File: config.mk
export PLATFORM = sky130hd
export DESIGN_NAME = dpram_rd_ctrl
export DESIGN_NICKNAME = d
export VERILOG_FILES = /design/src/rtl/dpram_rd_ctrl.sv
export SDC_FILE = /design/constraint.sdc
export NUM_CORES = 1
export LEC_CHECK = 0
export ABC_AREA = 1
export CAP_MARGIN = 25
export CELL_PAD_IN_SITES_DETAIL_PLACEMENT = 1
export CELL_PAD_IN_SITES_GLOBAL_PLACEMENT = 1
export CORE_MARGIN = 5
export CORE_UTILIZATION = 54
export CTS_BUF_LIST = sky130_fd_sc_hd__clkbuf_2
export DETAILED_ROUTE_END_ITERATION = 8
export DONT_BUFFER_PORTS = 1
export PLACE_DENSITY = 0.95
export SLEW_MARGIN = 10
export SYNTH_ARGS = -nofsm -noshare
export SYNTH_HDL_FRONTEND = slang
export SYNTH_SLANG_ARGS = --single-unit
File: constraint.sdc
create_clock -name clk -period 2.78 [get_ports clk]
set_input_delay 0.278 -clock clk [delete_from_list [all_inputs] [get_ports clk]]
set_output_delay 0.278 -clock clk [all_outputs]
set_load 0.02 [all_outputs]
File: src/rtl/dpram_rd_ctrl.sv
// Reads a frame of len words from a dual-port RAM read port and streams it out through a 2-entry buffer.
// Optional abort input is enabled by defining DPRAM_RD_CTRL_ABORT_EN.
module dpram_rd_ctrl #(
   parameter int DATA_WIDTH    = 16,
   parameter int ADDRESS_WIDTH = 5
) (
   input  logic                     clk,
   input  logic                     rst_n,
   input  logic                     start,
   input  logic [ADDRESS_WIDTH-1:0] base_addr,
   input  logic [ADDRESS_WIDTH:0]   len,
   output logic                     reb,
   output logic [ADDRESS_WIDTH-1:0] addrb,
   input  logic [DATA_WIDTH-1:0]    doutb,
   output logic                     m_valid,
   input  logic                     m_ready,
   output logic [DATA_WIDTH-1:0]    m_data,
   output logic                     m_last,
   output logic                     busy,
   output logic                     done
`ifdef DPRAM_RD_CTRL_ABORT_EN
   ,
   input  logic                     abort
`endif
);

   typedef enum logic [1:0] {IDLE, READ, DRAIN} state_t;

   localparam logic [ADDRESS_WIDTH:0] LEN_ONE = 1;

   state_t                   r_state;
   logic [ADDRESS_WIDTH-1:0] r_addr;
   logic [ADDRESS_WIDTH:0]   r_rd_left;
   logic                     r_inflight;
   logic                     r_inflight_last;
   logic [DATA_WIDTH-1:0]    r_buf_data [2];
   logic [1:0]               r_buf_last;
   logic                     r_wr_ptr;
   logic                     r_rd_ptr;
   logic [1:0]               r_count;
   logic                     r_done_zero;

   logic                     w_abort;
   logic [1:0]               w_occupancy;
   logic                     w_issue;
   logic                     w_accept;
   logic                     w_push;
   logic                     w_pop;

`ifdef DPRAM_RD_CTRL_ABORT_EN
   assign w_abort = abort && (r_state != IDLE);
`else
   assign w_abort = 1'b0;
`endif

   // A read may only be issued if its word is guaranteed a buffer slot.
   assign w_occupancy = {1'b0, r_inflight} + r_count;
   assign w_issue     = (r_state == READ) && !w_abort && (w_occupancy < 2'd2);

   // An in-flight word is presented directly when the buffer is empty, which gives 2-cycle latency.
   assign m_valid  = !w_abort && ((r_count != 2'd0) || r_inflight);
   assign w_accept = m_valid && m_ready;
   assign w_push   = r_inflight && !((r_count == 2'd0) && w_accept);
   assign w_pop    = (r_count != 2'd0) && w_accept;

   always_comb begin
      m_data = '0;
      m_last = 1'b0;
      if (r_count != 2'd0) begin
         m_data = r_buf_data[r_rd_ptr];
         m_last = r_buf_last[r_rd_ptr];
      end else if (r_inflight) begin
         m_data = doutb;
         m_last = r_inflight_last;
      end
   end

   assign reb   = w_issue;
   assign addrb = r_addr;
   assign busy  = (r_state != IDLE);
   assign done  = r_done_zero || ((r_state == DRAIN) && w_accept && m_last);

   always_ff @(posedge clk or negedge rst_n) begin
      if (!rst_n) begin
         r_state         <= IDLE;
         r_addr          <= '0;
         r_rd_left       <= '0;
         r_inflight      <= 1'b0;
         r_inflight_last <= 1'b0;
         r_buf_last      <= '0;
         r_wr_ptr        <= 1'b0;
         r_rd_ptr        <= 1'b0;
         r_count         <= '0;
         r_done_zero     <= 1'b0;
      end else begin
         r_done_zero     <= (r_state == IDLE) && start && (len == '0);
         r_inflight      <= w_issue;
         r_inflight_last <= w_issue && (r_rd_left == LEN_ONE);

         if (w_issue) begin
            r_addr    <= r_addr + 1'b1;
            r_rd_left <= r_rd_left - 1'b1;
         end

         if (w_abort) begin
            r_count  <= '0;
            r_wr_ptr <= 1'b0;
            r_rd_ptr <= 1'b0;
         end else begin
            if (w_push) begin
               r_buf_last[r_wr_ptr] <= r_inflight_last;
               r_wr_ptr             <= ~r_wr_ptr;
            end
            if (w_pop) begin
               r_rd_ptr <= ~r_rd_ptr;
            end
            r_count <= r_count + {1'b0, w_push} - {1'b0, w_pop};
         end

         case (r_state)
            IDLE: begin
               if (start && (len != '0)) begin
                  r_addr    <= base_addr;
                  r_rd_left <= len;
                  r_state   <= READ;
               end
            end
            READ: begin
               if (w_abort) begin
                  r_state <= IDLE;
               end else if (w_issue && (r_rd_left == LEN_ONE)) begin
                  r_state <= DRAIN;
               end
            end
            DRAIN: begin
               if (w_abort || (w_accept && m_last)) begin
                  r_state <= IDLE;
               end
            end
            default: r_state <= IDLE;
         endcase
      end
   end

   // NOTE: buffer payload is not reset; the occupancy count alone decides validity, so reset stays off the wide datapath.
   always_ff @(posedge clk) begin
      if (w_push && !w_abort) begin
         r_buf_data[r_wr_ptr] <= doutb;
      end
   end

endmodule

# ---- Word level (Yosys, flattened, before mapping)
# Memory sizes are Yosys's and may differ from the RTL's.
# Cells that the tools add are included.
dict set report totals {
  ff_bits 22
  latchBits 0
  ramBits 32
  mem_bits_ro 0
  input_bits 31
  out_inout_bits 26
  word_cells 72
  n_memories 1
}
dict set report classes {
  n_addsub 5
  mul 0
  div_mod_pow 0
  n_lt_le_gt_ge 4
  n_eq_ne 6
  shifts 0
  n_mux 21
  bitwise_logic 2
  n_reduce_logical 23
}
# memory words word_bits rd rd_ports_with_merged_regs write_ports line
set mem_list {}
lappend mem_list {r_buf_data 2 16 1 0 1 36} ;# logic [DATA_WIDTH-1:0] r_buf_data [2];
# cell n
set op_table {}
lappend op_table {{2-to-1 mux 16 bit} 2}
lappend op_table {{2-to-1 mux 6 bit} 3}
lappend op_table {{2-to-1 mux 5 bit} 3}
lappend op_table {{logical AND 1 bit} 13}
lappend op_table {{2-to-1 mux 1 bit} 7}
lappend op_table {{== test 6 x 1 -> 1 bit (second input constant)} 1}
lappend op_table {{zero test 6 bit} 1}
lappend op_table {{2-to-1 mux 2 bit} 3}
lappend op_table {{inequality test 2 x 1 -> 1 bit (second input constant)} 3}
lappend op_table {{case mux 2 bit (3 select lines)} 1}
lappend op_table {{nonzero test 6 bit} 1}
lappend op_table {{subtractor 6 x 1 -> 6 bit (second input constant)} 1}
lappend op_table {{adder 5 x 1 -> 5 bit (second input constant)} 1}
lappend op_table {{zero test 2 bit} 2}
lappend op_table {{less-than comparator 1 x 2 -> 1 bit (second input constant)} 2}
lappend op_table {{nonzero test 2 bit} 2}
lappend op_table {{AND reduction 3 bit} 1}
lappend op_table {{adder 1 x 2 -> 2 bit} 1}
lappend op_table {{adder 2 x 1 -> 2 bit} 1}
lappend op_table {{bitwise mux 2 bit} 1}
lappend op_table {{== test 2 x 1 -> 1 bit (second input constant)} 1}
lappend op_table {{== test 2 bit (second input constant)} 1}
lappend op_table {{logical OR 1 bit} 2}
lappend op_table {{less-than comparator 2 bit (second input constant)} 1}
lappend op_table {{other kinds (5)} 6}

# ---- Depth between registers and ports, before layout
# Gate-level depths: netlist of the first run.
dict set report depth {
  depth_word 8
  mapped_depth 8
  mapped_depth_nobuf 8
}

# ---- Worst setup path before layout of the first run
# No wires, ideal clock.
dict set report synth_timing {
  kind {register to register}
  start {register r_count[0]}
  end {memory r_buf_data[0][0] (enable)}
  setup_ps 390
  t_arrival_ps 1406
  slack_ps 984
  path_stages_with_launch 5
  path_cell_list {dfrtp_1 -> nor2_4 -> inv_4 -> o21ai_4 -> nor2_1}
}
dict set report synth_between {
  elab_chain_cells 8
  word_cells_on_any_way 9
  classes_between {2 x mux; 7 x reduce/logical}
}
# item line
set synth_lines {}
lappend synth_lines {{from (decl)} 40} ;# logic [1:0] r_count;
lappend synth_lines {{from (signal assigned)} 117} ;# r_count <= r_count + {1'b0, w_push} - {1'b0, w_pop};
lappend synth_lines {{nonzero test 2 bit} 61} ;# assign m_valid = !w_abort && ((r_count != 2'd0) || r_inflight);
lappend synth_lines {{logical OR 1 bit} 61}
lappend synth_lines {{logical AND 1 bit} 62} ;# assign w_accept = m_valid && m_ready;
lappend synth_lines {{logical AND 1 bit *} 63} ;# assign w_push = r_inflight && !((r_count == 2'd0) && w_accept);
lappend synth_lines {{zero test 1 bit *} 63}
lappend synth_lines {{logical AND 1 bit *} 63}
lappend synth_lines {{2-to-1 mux 1 bit *} 147} ;# if (w_push && !w_abort) begin
lappend synth_lines {{2-to-1 mux 1 bit (not written as such) *} 148} ;# r_buf_data[r_wr_ptr] <= doutb;
lappend synth_lines {{to (decl)} 36}
# Every way passes the cells marked *; elsewhere a longest branch is shown, timed or not.

# ---- Worst setup path in the final report of the first run
dict set report layout_timing {
  start {register r_count[0]}
  end {output done}
}
dict set report layout_between {
  word_cells_on_any_way 7
  classes_between {1 x mux; 6 x reduce/logical}
}
# item line
set layout_rtl {}
lappend layout_rtl {{nonzero test 2 bit} 69} ;# if (r_count != 2'd0) begin
lappend layout_rtl {{2-to-1 mux 1 bit} 69}
lappend layout_rtl {{net m_last} 18} ;# output logic m_last,
lappend layout_rtl {{logical AND 1 bit} 81} ;# assign done = r_done_zero || ((r_state == DRAIN) && w_accept && m_last);
lappend layout_rtl {{logical OR 1 bit} 81}
lappend layout_rtl {{to (decl)} 20} ;# output logic done
# The timed path passes the listed nets, and every way through them passes these cells.

==> results of run 1 <==
## final cells by class
cell class,instances,area share (%)
flip-flops and latches,54,49.61
multi-input cells,181,31.91
repair buffers,35,11.33
inverters,23,2.957
well taps,67,2.752
clock buffers,5,0.8214
clock inverters,3,0.5339
diodes,1,0.08214
## through the flow
stage	cell area, sq um	power, mW	setup slack [ps]	instances
CTS	2969	3.495	296.8	361
detailed placement	2688	3.168	599.5	329
global route	3047	3.804	117.1	369
floorplan	2630	2.799	984.2	267
finish	3047	3.555	271.6	369
global placement	2688	3.038	753.6	329
## worst min-delay path by stage
| stage | endpoint | slack, ps | depth (start not counted) |
|---|---|---|---|
| 3_3_place_gp | addrb[4] | -20 | 0 |
| 6_report | addrb[2] | 40 | 3 |
| 3_5_place_dp | addrb[4] | -20 | 0 |
| 2_1_floorplan | addrb[0] | -20 | 0 |
| 5_1_grt | addrb[1] | 30 | 1 |
| 4_1_cts | addrb[3] | 1 | 3 |
## cell usage after synthesis
cell type  instances
nand3_2            1
or2_0              1
nand2_2            3
xor2_1             4
nor2_1            27
nor2_2             1
clkbuf_1           1
o21ai_4            1
a31o_2             1
o211ai_1           1
inv_1             17
dfrtp_1           22
o21ai_1            5
nand4_1            3
nor2_4             2
xnor2_2            1
o21ai_2            1
a21boi_0           1
nor3_1             1
inv_4              1
nand3_4            1
nand2_1           52
o21bai_4           1
nand3_1           26
buf_2              6
o21ai_0           33
or2_2              2
clkinv_2           1
ha_1               5
or2_1              2
inv_2              4
edfxtp_1          32
xnor2_1            5
buf_6              2
## state kept, by name, summed over array words and instances, names as in the netlist
register         count
r_buf_data          32
r_rd_ptr             1
r_inflight           1
r_count              2
r_buf_last           2
r_done_zero          1
r_state              2
r_inflight_last      1
r_wr_ptr             1
r_rd_left            6
addrb                5
## cells by family (layout without fill, tap and decap cells)
logic type | after synthesis | count (layout) | share of synthesized area [%]
AOI/OAI and AO/OA | 44 | 44 | 9.801
xor gates and xnor gates | 10 | 10 | 3.616
adders and majority gates | 5 | 5 | 2.379
buffers and inverters | 32 | 66 | 5.566
DFF | 54 | 54 | 57.47
other | 0 | 1 | 0
and+or+nand+nor | 122 | 122 | 21.17
## power by group through the flow
stage / logic (mW) / clock network [mW] / registers, mW
6_report: 1.85 / 0.307 / 1.40
5_1_grt: 2.03 / 0.346 / 1.43
4_1_cts: 1.79 / 0.304 / 1.40
3_5_place_dp: 1.75 / 0 / 1.42
3_3_place_gp: 1.64 / 0 / 1.40
2_1_floorplan: 1.44 / 0 / 1.35
## layer usage
layer	wire, um	track usage (%)	vias up
met1	2765	25.22	1029
met5	0	0	-
li1	-	-	958
met4	159	9.459	0
met2	3874	43.57	66
met3	378	5.418	13
## critical path: cells and delay by family, from the launching register on
kind / cells / cell delay (ps)
simple gates: 3 / 630
flops: 1 / 520
buf+inv: 2 / 360
compound gates: 1 / 260
## timing repair
action,in CTS,in global routing
hold buffers,24,6
hold endpoints to repair,61,4
resized for setup,0,0
==> impl_metrics.toml, run 1 <==
[run_status]
status = "complete, no violations"

[pwr]
powerDensity_nw_per_um2 = 1167
clkPwrFrac_pct = 8.6
peakVddDrop_mv = 0.5386
switching_share_pct = 51.10
combPwrFrac_pct = 52.0
intPower_mw = 1.738
sequentialPowerShare_pct = 39.4
power.switching_mw = 1.817
p_leak_nw = 1.264

[detailed_routing]
wl_um = 7177
post_drt_wl_per_cell_um = 19.45
drc_errors = 0
viasPerCell = 5.599
firstDrtPassIters = 4
drtAntennaViolNets = 0
drt-initial-drc-count = 156
vias = 2066

[flow_run]
drv_cap = 0

[sta]
period_needed_ps = 2508
hold_slack_ps = 41.05
final-max-slew-violation-count = 0
tightest_slew_ps = 830.6
slew-limit-headroom_pct = 44.04
max_freq_mhz = 398.7
timing_hold_violations_final = 0
tns_ps = 0
setup_viol = 0
skew_ps = 21.84
rsz0062_at_grt = "false"
timing.final.crit_share_pct = 90.23

[layout]
final_common_cell = "nand2_1"
nets = 336
fill_cells = 495
mostFrequentLayoutCells = "nand2_1, o21ai_0, edfxtp_1, dlygate4sd3_1, nor2_1"
seq_area_sq_um = 1511
multi_input_area_sq_um = 972.2
drive_gt1_share_pct = 10.96
area.growth.synth_to_final_pct = 15.84
fin_util_pct = 64.50

[floorplan]
start_util_pct = 55.68
core_sq_um = 4723
dieArea_sq_um = 6366
num_rows = 25
die_y_um = 79.79
die_w_um = 79.79
ios = 57

[logic_synthesis]
synth_warnings = 0
synth_cells = 267
synth_top_area_cell = "edfxtp_1"
synth-seq-cells = 54
syn-num-nets = 303
syn_area_sq_um = 2630
synth_top_area_share_pct = 36.54
netlist_top_cells_area = "edfxtp_1, dfrtp_1, nand2_1"
ys_seq_area_share_pct = 57.47
yosys.cell_types.count = 34
syn_area_per_cell_sq_um = 9.850

[critical_path]
critPathRequiredTime_ps = 2500
r2r-start = "r_count[0]"
slowest_stage = "dfrtp_1"
end_kind = "primary output"
endpoint = "done"
startpoint = "r_count[0]"
cp.arrival_ps = 2230
startpoint_type = "register"
r2r-end = "r_count[1]"
critPathMaxFanout = 19
max_stage_delay_ps = 520
r2r_setup_slack_ps = 450
path_class = "reg -> out"
crit_chain = "nor2_4 > inv_4 > nand3_1 > nand2_1 > inv_1 > a31o_2"
r2r_cells = 8

[placement]
dp_hpwl_um = 4416
io_buffers = 0
place_congestion = 0.8450

[clocking]
postCtsSetupBuffers = 0
tritoncts = "yes"
cts_buffer_depth = 2
h-tree-depth = 2
cts_sinks = 54
cts_buffers = 5
cts_root_buf = "clkbuf_2"
worstSkewPairLatency_ps = 470
clkTransAtPathRegs_ps = 260

[global_routing]
grt_pass1_vias = 2197
antenna_found_initial = 1
grt_util_all_layers_pct = 23.37
grt.overflow.total = 0
grt_pass1_wl_um = 11050
grt_max_degree = 23

[min_path]
hold_path_class = "in -> reg"
hp-start = "base_addr[2]"
Power figures use the tool's default switching activity.
==> inputs of run 2 (changes only) <==
--- a/config.mk
+++ b/config.mk
@@ -14,8 +14,10 @@
 export CTS_BUF_LIST = sky130_fd_sc_hd__clkbuf_2
 export DETAILED_ROUTE_END_ITERATION = 8
 export DONT_BUFFER_PORTS = 1
+export HOLD_SLACK_MARGIN = 0.12
 export PLACE_DENSITY = 0.95
 export SLEW_MARGIN = 10
 export SYNTH_ARGS = -nofsm -noshare
 export SYNTH_HDL_FRONTEND = slang
 export SYNTH_SLANG_ARGS = --single-unit
+export TNS_END_PERCENT = 50
==> run 2 against run 1 <==
Net effect:
- sequential cell count is the same
- count of clock-buffer cells in the layout did not move
- clock skew rose by 10 ps
- sequential share of layout area shrank 0.48 points
- critical endpoint unchanged
==> impl_metrics.toml, run 2 (synthesis results as in run 1) <==
[layout]
mostFrequentLayoutCells = "nand2_1, o21ai_0, dlygate4sd3_1, edfxtp_1, nor2_1"
final_area_sq_um = 3077
nets = 338
largest_register_ffs = 32
stdcell_count = 370
diodes = 0
top_register = "r_buf_data"
drive_gt1_share_pct = 10.89
final_common_cell = "nand2_1"
area.growth.synth_to_final_pct = 16.98
fill_cells = 497

[critical_path]
cp.arrival_ps = 2210
critPathRequiredTime_ps = 2500
end_kind = "primary output"
crit_chain = "nor2_4 > inv_4 > nand3_1 > nand2_1 > inv_1 > a31o_2"
startpoint_type = "register"
critPathMaxFanout = 19
critical-path-top-delay-family = "simple AND/OR/NAND/NOR gates"
max_stage_delay_ps = 510
slowest_stage = "dfrtp_1"
critPathBufInv = 2
path_class = "reg -> out"

[sta]
hold_slack_ps = 340.1
timing_hold_violations_final = 0
tns_ps = 0
max_freq_mhz = 401.4
final-max-slew-violation-count = 0
rsz0062_at_grt = "false"
period_needed_ps = 2491
setup_viol = 0
timing.final.crit_share_pct = 89.61
slew-limit-headroom_pct = 44.55
tightest_slew_ps = 823.1
skew_ps = 32.09

[detailed_routing]
viasPerCell = 5.659
drc_errors = 0
wl_um = 7202
vias = 2094
firstDrtPassIters = 4
drtAntennaViolNets = 0
post_drt_wl_per_cell_um = 19.46
drt-initial-drc-count = 141

[pwr]
p_leak_nw = 1.282
peakVddDrop_mv = 0.5179
power.switching_mw = 1.814
combPwrFrac_pct = 51.8
clkPwrFrac_pct = 8.7
switching_share_pct = 50.99
sequentialPowerShare_pct = 39.5
intPower_mw = 1.743
powerDensity_nw_per_um2 = 1156

[clocking]
cts_buffers = 5
tritoncts = "yes"
cts_buffer_depth = 2
clkTransAtPathRegs_ps = 250
worstSkewPairLatency_ps = 470
cts_root_buf = "clkbuf_2"
h-tree-depth = 2
postCtsResizedCells = 0
cts_sinks = 54

[placement]
place_congestion = 0.8450
dp_hpwl_um = 4416
dpl.cell_count = 329
io_buffers = 0
postPlaceCellArea_sq_um = 2688

[global_routing]
grt.overflow.total = 0
grt_util_all_layers_pct = 24.02
grt_pass1_vias = 2246
grt_pass1_wl_um = 11360
antenna_found_initial = 0
grt_max_degree = 23

[floorplan]
die_y_um = 79.79
start_util_pct = 55.68
num_rows = 25
die_w_um = 79.79
ios = 57
dieArea_sq_um = 6366
core_sq_um = 4723

[flow_run]
drv_cap = 0

[min_path]
hold_path_class = "in -> reg"

[run_status]
status = "complete, no violations"
## run 2: cell types whose count changed in the layout (fill, tap and decap cells not counted), sizes merged
cell | previous run | this run
dlygate4sd3 | 30 | 32
diode | 1 | 0
## run 2: path summary, 6_finish.rpt
kind                                from             to  depth (start not counted)  slack (ps)
setup / recovery              r_count[0]           done                          6         290
hold / removal                    len[2]     r_state[0]                          4         340
setup reg to reg              r_count[0]     r_count[1]                          8         460
hold reg to reg            r_buf_last[0]  r_buf_last[0]                          2         560
max in group asynchronous          rst_n  r_buf_last[0]                          3        1650
min in group asynchronous          rst_n     r_inflight                          2         670
## run 2: power by group through the flow
stage | clock (mW) | sequential, mW | combinational, mW
final | 0.308 | 1.41 | 1.84
after global routing | 0.350 | 1.43 | 2.03
after CTS | 0.304 | 1.40 | 1.80
after detailed placement | 0 | 1.42 | 1.75
after global placement | 0 | 1.40 | 1.64
after floorplan | 0 | 1.35 | 1.44
## run 2: worst reg2reg max path, stage by stage (launching register included)
cell     delay, ps
dfrtp_1        510
nor2_4         450
inv_4          190
o21ai_4        240
ha_1           280
inv_1           60
ha_1           170
xnor2_1        170
xor2_1         210
## run 2: timing repair
item                      in CTS  in global routing
hold buffers                  30                  2
buffers inserted               0                  0
hold endpoints to repair      66                  7
## run 2: cell type report
class	instances	area, sq um	share of cell area (%)
clock buffers	5	25.02	0.8133
inverters	23	90.09	2.928
flip-flops and latches	54	1511	49.13
clock inverters	3	16.27	0.5287
well taps	67	83.83	2.725
repair buffers	37	377.9	12.28
multi-input cells	181	972.2	31.60
## run 2: stage by stage
step | setup slack (ps) | utilization (%) | power, mW
floorplan | 984.2 | - | 2.799
global placement | 753.6 | 56.90 | 3.038
detailed placement | 599.5 | 56.90 | 3.168
CTS | 296.8 | 64.13 | 3.501
global route | 106.2 | 65.14 | 3.813
finish | 288.7 | 65.14 | 3.558
## run 2: per-layer routing
metal  vias to the layer above  global-route usage, %  part of all wire, %
li1                        962                      -                    -
met1                      1058                  26.02                   38
met2                        66                  44.99                   55
met3                         8                  5.530                  5.4
met4                         0                  9.122                  1.5
met5                         -                      0                    0
